===== config.mk =====
export PLATFORM = sky130hd
export DESIGN_NAME = mmio_uart_tx
export DESIGN_NICKNAME = d
export VERILOG_FILES = /design/src/rtl/mmio_uart_tx.sv
export SDC_FILE = /design/constraint.sdc
export NUM_CORES = 1
export LEC_CHECK = 0
export CAP_MARGIN = 20
export CORE_MARGIN = 2
export CORE_UTILIZATION = 40
export DETAILED_ROUTE_END_ITERATION = 10
export DONT_BUFFER_PORTS = 1
export GPL_ROUTABILITY_DRIVEN = 0
export HOLD_SLACK_MARGIN = 0.03
export PLACE_DENSITY = 0.56
export SYNTH_ARGS = -nofsm -noshare
export SYNTH_HDL_FRONTEND = slang
export SYNTH_SLANG_ARGS = --single-unit

===== constraint.sdc =====
create_clock -name clk -period 3.2 [get_ports clk]
set_input_delay 0.64 -clock clk [delete_from_list [all_inputs] [get_ports clk]]
set_output_delay 0.64 -clock clk [all_outputs]
set_load 0.005 [all_outputs]

===== src/rtl/mmio_uart_tx.sv =====
// Memory-mapped 8N1 UART transmitter: TXDATA pushes bytes into a small FIFO, STATUS reads {overflow, full, busy}.
// Latency: a byte stored at edge n is popped at edge n+1 (tx falls then); each frame is 10*CLKS_PER_BIT cycles plus one idle cycle.
// Backpressure: none toward the core; a store to TXDATA while the FIFO is full is dropped and sets the sticky overflow flag.
module mmio_uart_tx #(
    parameter logic [31:0] BASE_ADDR    = 32'hFFFF_0000,
    parameter int          CLKS_PER_BIT = 16,
    parameter int          FIFO_DEPTH   = 4
) (
    input  logic        clk,
    input  logic        reset,
    input  logic        MemWriteM,
    input  logic [31:0] DataAdr,
    input  logic [31:0] WriteData,
    output logic [31:0] rd,
    output logic        tx,
    output logic        busy,
    output logic        overflow
);

    localparam int PW = (FIFO_DEPTH > 1) ? $clog2(FIFO_DEPTH) : 1;
    localparam int CW = PW + 1;
    localparam int BW = (CLKS_PER_BIT > 1) ? $clog2(CLKS_PER_BIT) : 1;

    localparam logic [31:0]   STATUS_ADDR = BASE_ADDR + 32'd4;
    localparam logic [CW-1:0] DEPTH_C     = CW'(FIFO_DEPTH);
    localparam logic [BW-1:0] BAUD_LAST   = BW'(CLKS_PER_BIT - 1);

    typedef enum logic [1:0] {
        IDLE,
        START,
        DATA,
        STOP
    } state_t;

    logic [7:0]    fifo_mem [FIFO_DEPTH];
    logic [PW-1:0] wr_ptr;
    logic [PW-1:0] rd_ptr;
    logic [CW-1:0] count;

    state_t        state;
    logic [BW-1:0] baud;
    logic [2:0]    bit_idx;
    logic [7:0]    shift;

    logic txdata_sel;
    logic status_sel;
    logic full;
    logic push_req;
    logic push;
    logic pop;
    logic clr_ovf;

    // Exact 32-bit address decode; full is judged on the pre-edge count so a
    // push while full is dropped even if the FSM pops on the same edge.
    assign txdata_sel = (DataAdr == BASE_ADDR);
    assign status_sel = (DataAdr == STATUS_ADDR);
    assign full       = (count == DEPTH_C);
    assign push_req   = MemWriteM && txdata_sel;
    assign push       = push_req && !full;
    assign pop        = (state == IDLE) && (count != '0);
    assign clr_ovf    = MemWriteM && status_sel && WriteData[2];
    assign busy       = (state != IDLE) || (count != '0);

    // Status readback is purely address-driven, independent of the store strobe.
    always_comb begin
        rd = 32'b0;
        if (status_sel) begin
            rd = {29'b0, overflow, full, busy};
        end
    end

    // FIFO storage: data entries need no reset since count gates every read.
    always_ff @(posedge clk) begin
        if (push) begin
            fifo_mem[wr_ptr] <= WriteData[7:0];
        end
    end

    // FIFO pointers, occupancy and the sticky overflow flag.
    always_ff @(posedge clk) begin
        if (reset) begin
            wr_ptr   <= '0;
            rd_ptr   <= '0;
            count    <= '0;
            overflow <= 1'b0;
        end else begin
            if (push) begin
                wr_ptr <= wr_ptr + PW'(1);
            end
            if (pop) begin
                rd_ptr <= rd_ptr + PW'(1);
            end
            case ({push, pop})
                2'b10:   count <= count + CW'(1);
                2'b01:   count <= count - CW'(1);
                default: count <= count;
            endcase
            if (push_req && full) begin
                overflow <= 1'b1;
            end else if (clr_ovf) begin
                overflow <= 1'b0;
            end
        end
    end

    // Frame serializer: start bit, 8 data bits LSB first, stop bit; tx is registered.
    always_ff @(posedge clk) begin
        if (reset) begin
            state   <= IDLE;
            baud    <= '0;
            bit_idx <= 3'd0;
            shift   <= 8'd0;
            tx      <= 1'b1;
        end else begin
            case (state)
                IDLE: begin
                    tx   <= 1'b1;
                    baud <= '0;
                    if (count != '0) begin
                        shift <= fifo_mem[rd_ptr];
                        state <= START;
                        tx    <= 1'b0;
                    end
                end
                START: begin
                    if (baud == BAUD_LAST) begin
                        baud    <= '0;
                        bit_idx <= 3'd0;
                        state   <= DATA;
                        tx      <= shift[0];
                    end else begin
                        baud <= baud + BW'(1);
                    end
                end
                DATA: begin
                    if (baud == BAUD_LAST) begin
                        baud <= '0;
                        if (bit_idx == 3'd7) begin
                            state <= STOP;
                            tx    <= 1'b1;
                        end else begin
                            shift   <= {1'b0, shift[7:1]};
                            bit_idx <= bit_idx + 3'd1;
                            tx      <= shift[1];
                        end
                    end else begin
                        baud <= baud + BW'(1);
                    end
                end
                STOP: begin
                    tx <= 1'b1;
                    if (baud == BAUD_LAST) begin
                        baud  <= '0;
                        state <= IDLE;
                    end else begin
                        baud <= baud + BW'(1);
                    end
                end
                default: begin
                    state <= IDLE;
                    baud  <= '0;
                    tx    <= 1'b1;
                end
            endcase
        end
    end

endmodule


==> flow_summary.toml, run 1 <==
[grt]
antenna_found_initial = 0
grt_start_max_net_pins = 26
grt_pass1_vias = 1511
grt_pass1_wl_mm = 7.093
gr-usage-all-layers = 0.1217
gr-total-overflow = 0

[cts]
clk_path_buf_depth = 2
cts_sinks = 60
path_clk_slew_ns = 0.07
cts_buffers = 9
cts_hold_repair.buffers = 0
h-tree-depth = 3
cts_resized = 0
insertion_delay_ns = 0.33
cts_root_buf = "clkbuf_8"
cts_tree = "built"
cts_setup_buffers = 0

[synthesis]
synth_area_mm2 = 0.002893
ys_types = 41
syn_area_per_cell_um2 = 11.90
ys_async_sr_fraction = 0
synth_xor_area_frac = 0.02119
synth_top_family_by_area = "simple AND/OR/NAND/NOR gates"
ys_ff_latch = 60
synth-edff-count = 32
ys_warn_count = 0
synth-seq-area-share = 0.5260
syn_inst = 243
synth_compound_area_frac = 0.06185
synthMuxAreaShare = 0.09343
synth-simple-area-share = 0.1332
synth_ff_type = "edfxtp_1"
synthAdderAreaFrac = 0.05882

[cells_and_area]
stdcell_count = 348
finalNetCount = 324
areaGrowthSynthToFinish_pct = 5.277
drive_gt1_frac = 0.1124
diodes = 0

[timing]
fin_skew_ns = 0.007731
setup_viol = 0
period_needed_ns = 2.479
finalCritPeriodShare = 0.7746
fmax_mhz = 403.4
timing.hold.ws_ns = 0.3707
hold_violations = 0
finalMaxSlewViolations = 0
relSlewSlack = 0.5487
grt_setup_unrepaired = "no"
worstMarginPinSlew_ns = 0.6770
fin_setup_tns_ns = 0

[route]
drtPass1Iterations = 4
post_drt_wl_per_cell_um = 13.07
ant_nets = 0
route.detailed.drc = 0
drt_iter0_markers = 104
vias = 1639
vias_per_cell = 4.710
routed_wl_mm = 4.548

[critical_path]
critical_path_buf_inv_count = 2
worst_path_largest_cell_delay_ns = 0.38
path_depth = 9
cp.required_ns = 3.46
cp-start-kind = "flop"
crit_path_top_delay_cell = "nor2b_1"
arrival_ns = 2.74
cp_cell_sequence = "inv_1 > ha_1 > nor2b_1 > ha_1 > inv_1 > fa_1 > xor2_1 > or3_1 > a21oi_1"
cp_max_fo = 8
cp-end-kind = "flop"
crit_family = "adder cells"
reg2reg_depth = 9
path_class = "reg -> reg"

[run_status]
status = "completed"

[floorplanning]
die_area_mm2 = 0.007928
die_y_um = 89.04
pin_count = 102
die_w_um = 89.04
core_mm2 = 0.007137
start_util = 0.4053
row_count = 31

[power_and_ir_drop]
fin_total_pwr_mw = 1.642
cellLeakagePower_nw = 1.038
peakVddDrop_uv = 301.2
power.density_mw_per_mm2 = 539.2

[hold_path]
min_path_cells = 1
hp-class = "in -> reg"

[place]
dpl.hpwl_mm = 3.213
dpl.cell_count = 332
numPortBuffers = 0

[run]
maxCapViolCount = 0
-- cell type report --
type	count	area, µm²
inverters	9	33.78
fillers	665	4091
well taps	99	123.9
flip-flops and latches	60	1521
multi-input cells	164	1175
clock inverters	6	63.81
clock buffers	10	127.6
-- through the flow --
stage / util / area [µm²] / setup slack (ns)
2_1_floorplan: - / 2998 / 0.6736
3_3_place_gp: 0.3999 / 2854 / 0.5280
3_5_place_dp: 0.3999 / 2854 / 0.4562
4_1_cts: 0.4267 / 3045 / 0.6973
5_1_grt: 0.4267 / 3045 / 0.5993
6_report: 0.4267 / 3045 / 0.7213
-- state kept, by name, summed over array words and instances, names as in the netlist, named ones only --
name / cells
rd_ptr: 2
baud: 4
count: 3
state: 2
shift: 8
wr_ptr: 2
bit_idx: 3
overflow: 1
tx: 1
fifo_mem: 32
-- logic make-up after synthesis --
group,count (synthesis)
XOR/XNOR,7
multiplexers,17
other,1
buffers and inverters,47
adder cells (fa/ha/maj),13
flip-flops,60
AND/OR/NAND/NOR,71
AO/OA/AOI/OAI,27
-- Yosys cell counts, types with 2 or more instances --
cell type | instances | share of area
mux4_2 | 8 | 0.062
edfxtp_1 | 32 | 0.33
inv_1 | 9 | 0.012
nor3_1 | 2 | 0.0035
nand4_1 | 5 | 0.011
a211oi_1 | 10 | 0.026
dfxtp_1 | 28 | 0.19
xor2_1 | 4 | 0.012
and2_1 | 4 | 0.0086
xnor2_1 | 3 | 0.0091
ha_1 | 12 | 0.052
and3_1 | 2 | 0.0043
a21oi_1 | 9 | 0.016
and4_1 | 3 | 0.0091
nor2b_1 | 3 | 0.0065
nand2_1 | 9 | 0.012
nor2_1 | 25 | 0.032
clkbuf_1 | 4 | 0.0052
mux2i_1 | 9 | 0.031
buf_4 | 31 | 0.080
nand3_1 | 6 | 0.010
o21ai_0 | 4 | 0.0069
nor4_1 | 3 | 0.0065
-- metal layers --
layer / GRT usage / vias up / wire [µm]
met5: 0 / - / 0
met4: 0.06106 / 0 / 50
met3: 0.04524 / 4 / 234
met2: 0.1961 / 56 / 2253
met1: 0.1434 / 769 / 2010
li1: - / 810 / -
-- report_power, final --
group	switching, mW	internal (mW)
registers	0.0192	0.839
clock network	0.304	0.360
logic	0.0696	0.0506
-- cell usage in the layout, fill, tap and decap left out, drive strengths merged, types with 3 or more instances in the layout --
cell type / netlist / layout
a211oi: 10 / 10
a21oi: 9 / 9
and2: 5 / 5
and4: 3 / 3
clkbuf: 4 / 10
conb: 1 / 29
dfxtp: 28 / 28
edfxtp: 32 / 32
ha: 12 / 12
inv: 9 / 10
mux2i: 9 / 9
mux4: 8 / 8
nand2: 9 / 9
nand3: 6 / 6
nand4: 6 / 6
nor2: 26 / 26
nor2b: 3 / 3
nor4: 4 / 4
o21ai: 4 / 4
xnor2: 3 / 3
xor2: 4 / 4
-- worst paths after layout --
kind                           start                 endpoint  slack, ns
max            state[0]$_SDFFE_PP0P_    count[2]$_SDFFE_PP0P_       0.72
min                            reset   wr_ptr[0]$_SDFFE_PP0P_       0.37
max reg2reg    state[0]$_SDFFE_PP0P_    count[2]$_SDFFE_PP0P_       0.72
min reg2reg  bit_idx[2]$_SDFFE_PP0P_  bit_idx[2]$_SDFFE_PP0P_       0.45
-- worst reg2reg max path, cell delays in order, from the launching register on --
cell,delay (ns)
dfxtp_1,0.35
inv_1,0.09
ha_1,0.31
nor2b_1,0.39
ha_1,0.25
inv_1,0.06
fa_1,0.37
xor2_1,0.15
or3_1,0.31
a21oi_1,0.14
Note: power is estimated with default switching activity, not from simulation.
==> run 2, diff against run 1 <==
--- a/config.mk
+++ b/config.mk
@@ -12,7 +12,7 @@
 export DONT_BUFFER_PORTS = 1
 export GPL_ROUTABILITY_DRIVEN = 0
 export HOLD_SLACK_MARGIN = 0.03
-export PLACE_DENSITY = 0.56
+export PLACE_DENSITY = 0.58
 export SYNTH_ARGS = -nofsm -noshare
 export SYNTH_HDL_FRONTEND = slang
 export SYNTH_SLANG_ARGS = --single-unit
==> constraint.sdc (replaced) <==
create_clock -name clk -period 2.2 [get_ports clk]
set_input_delay 0.44 -clock clk [delete_from_list [all_inputs] [get_ports clk]]
set_output_delay 0.44 -clock clk [all_outputs]
set_load 0.005 [all_outputs]
==> flow_summary.toml, run 2 (same netlist as run 1, synthesis figures left out) <==
[floorplanning]
start_util = 0.4053
die_y_um = 89.04
core_mm2 = 0.007137
row_count = 31
pin_count = 102
die_area_mm2 = 0.007928
die_w_um = 89.04

[place]
numPortBuffers = 0
dpl.cell_count = 346
dpl.hpwl_mm = 3.389
place_ws_ns = -0.009653

[cts]
cts_tree = "built"
insertion_delay_ns = 0.34
path_clk_slew_ns = 0.07
cts_buffers = 9
cts_root_buf = "clkbuf_8"
h-tree-depth = 3
cts_sinks = 60
clk_path_buf_depth = 2

[hold_path]
hp-class = "in -> reg"
min_path_cells = 1

[critical_path]
cp_max_fo = 2
path_class = "reg -> reg"
reg2reg_depth = 11
cp-start-kind = "flop"
arrival_ns = 2.35
cp.required_ns = 2.46
cp-end-kind = "flop"

[cells_and_area]
largest_register_ffs = 32
largest_register = "fifo_mem"
mostFrequentLayoutCells = "edfxtp_1 (32), conb_1 (29), dfxtp_1 (26)"
reg_top3 = "fifo_mem: 32 flops, shift: 8 flops, baud: 4 flops"
drive_gt1_frac = 0.2045
stdcell_count = 363
diodes = 0
finalNetCount = 339
mostFrequentLayoutCell = "edfxtp_1"
areaGrowthSynthToFinish_pct = 10.73
final_util = 0.4488

[run]
maxCapViolCount = 0

[route]
vias = 1727
ant_nets = 0
vias_per_cell = 4.758
post_drt_wl_per_cell_um = 13.04
route.detailed.drc = 0
drt_iter0_markers = 95
routed_wl_mm = 4.732
drtPass1Iterations = 4

[grt]
gr-usage-all-layers = 0.1290
grt_pass1_vias = 1563
busiest_layer = "met2"
grt_start_max_net_pins = 26
met1_usage = 0.1580
gr-total-overflow = 0
grt_pass1_wl_mm = 7.479
met2_usage = 0.2035
use_met3 = 0.05540
antenna_found_initial = 0

[power_and_ir_drop]
power.density_mw_per_mm2 = 754.5
peakVddDrop_uv = 483.7
cellLeakagePower_nw = 1.135

[timing]
hold_violations = 0
setup_viol = 0
finalMaxSlewViolations = 0
fin_skew_ns = 0.006457
timing.final.ws_setup_ns = 0.1094
finalCritPeriodShare = 0.9503
fmax_mhz = 478.3
relSlewSlack = 0.6342
period_needed_ns = 2.091
worstMarginPinSlew_ns = 0.5479
grt_setup_unrepaired = "no"

[run_status]
status = "completed"
==> run 2: changes by cell type in the layout (fill, tap and decap cells not counted), sizes merged <==
cell	previous run	this run
buf	0	15
clkbuf	10	9
clkinv	2	3
==> run 2: per-layer routing <==
layer	wire length, µm	vias up
li1	-	843
met1	2021	814
met2	2343	63
met3	301	7
met4	66	0
met5	0	-
==> run 2: cell type report <==
cell class              instances  area [µm²]
clock buffers                   9       123.9
multi-input cells             164        1206
clock inverters                 7       76.32
inverters                       9       36.28
fillers                       673        3934
repair buffers                 15       112.6
well taps                      99       123.9
flip-flops and latches         60        1524
==> run 2: worst max-delay path, cell delays in order, from the launching register on <==
cell and delay [ns]:
dfxtp_2 0.32, nor3b_2 0.18, buf_4 0.14, nor2_1 0.03, and4_4 0.19, inv_4 0.06
ha_4 0.13, inv_2 0.04, fa_2 0.33, xor2_1 0.15, or3_1 0.31, a21oi_1 0.14
==> run 2: report_power, final <==
| part | switching [mW] | internal [mW] |
|---|---|---|
| logic | 0.105 | 0.0785 |
| registers | 0.0282 | 1.22 |
| clock network | 0.457 | 0.527 |
==> run 2: path summary, 6_finish.rpt <==
check | start | endpoint | slack (ns)
worst min register to register | bit_idx[1]$_SDFFE_PP0P_ | bit_idx[1]$_SDFFE_PP0P_ | 0.45
worst min-delay path | reset | wr_ptr[0]$_SDFFE_PP0P_ | 0.16
worst max register to register | count[1]$_SDFFE_PP0P_ | count[2]$_SDFFE_PP0P_ | 0.11
worst max-delay path | count[1]$_SDFFE_PP0P_ | count[2]$_SDFFE_PP0P_ | 0.11
==> run 2: timing repair <==
item	4_1_cts	5_1_grt
gates resized for setup	0	6
buffers inserted	0	1
hold buffers	0	0
setup endpoints to repair	0	1
==> run 2: per-stage QoR <==
stage	power, mW	hold slack (ns)	setup TNS, ns	instance area [µm²]
2_1_floorplan	1.469	0.4175	-0.004997	3025
3_3_place_gp	1.452	0.4313	0	2983
5_1_grt	2.553	0.1358	0	3203
3_5_place_dp	1.458	0.4457	-0.009653	2983
4_1_cts	2.453	0.1421	0	3183
6_report	2.417	0.1640	0	3203
==> run 3, diff against run 2 <==
--- a/config.mk
+++ b/config.mk
@@ -13,6 +13,7 @@
 export GPL_ROUTABILITY_DRIVEN = 0
 export HOLD_SLACK_MARGIN = 0.03
 export PLACE_DENSITY = 0.58
+export SKIP_LAST_GASP = 1
 export SYNTH_ARGS = -nofsm -noshare
 export SYNTH_HDL_FRONTEND = slang
 export SYNTH_SLANG_ARGS = --single-unit
==> results of run 3 <==
No change in the layout: final DEF, timing and power equal those of run 2.
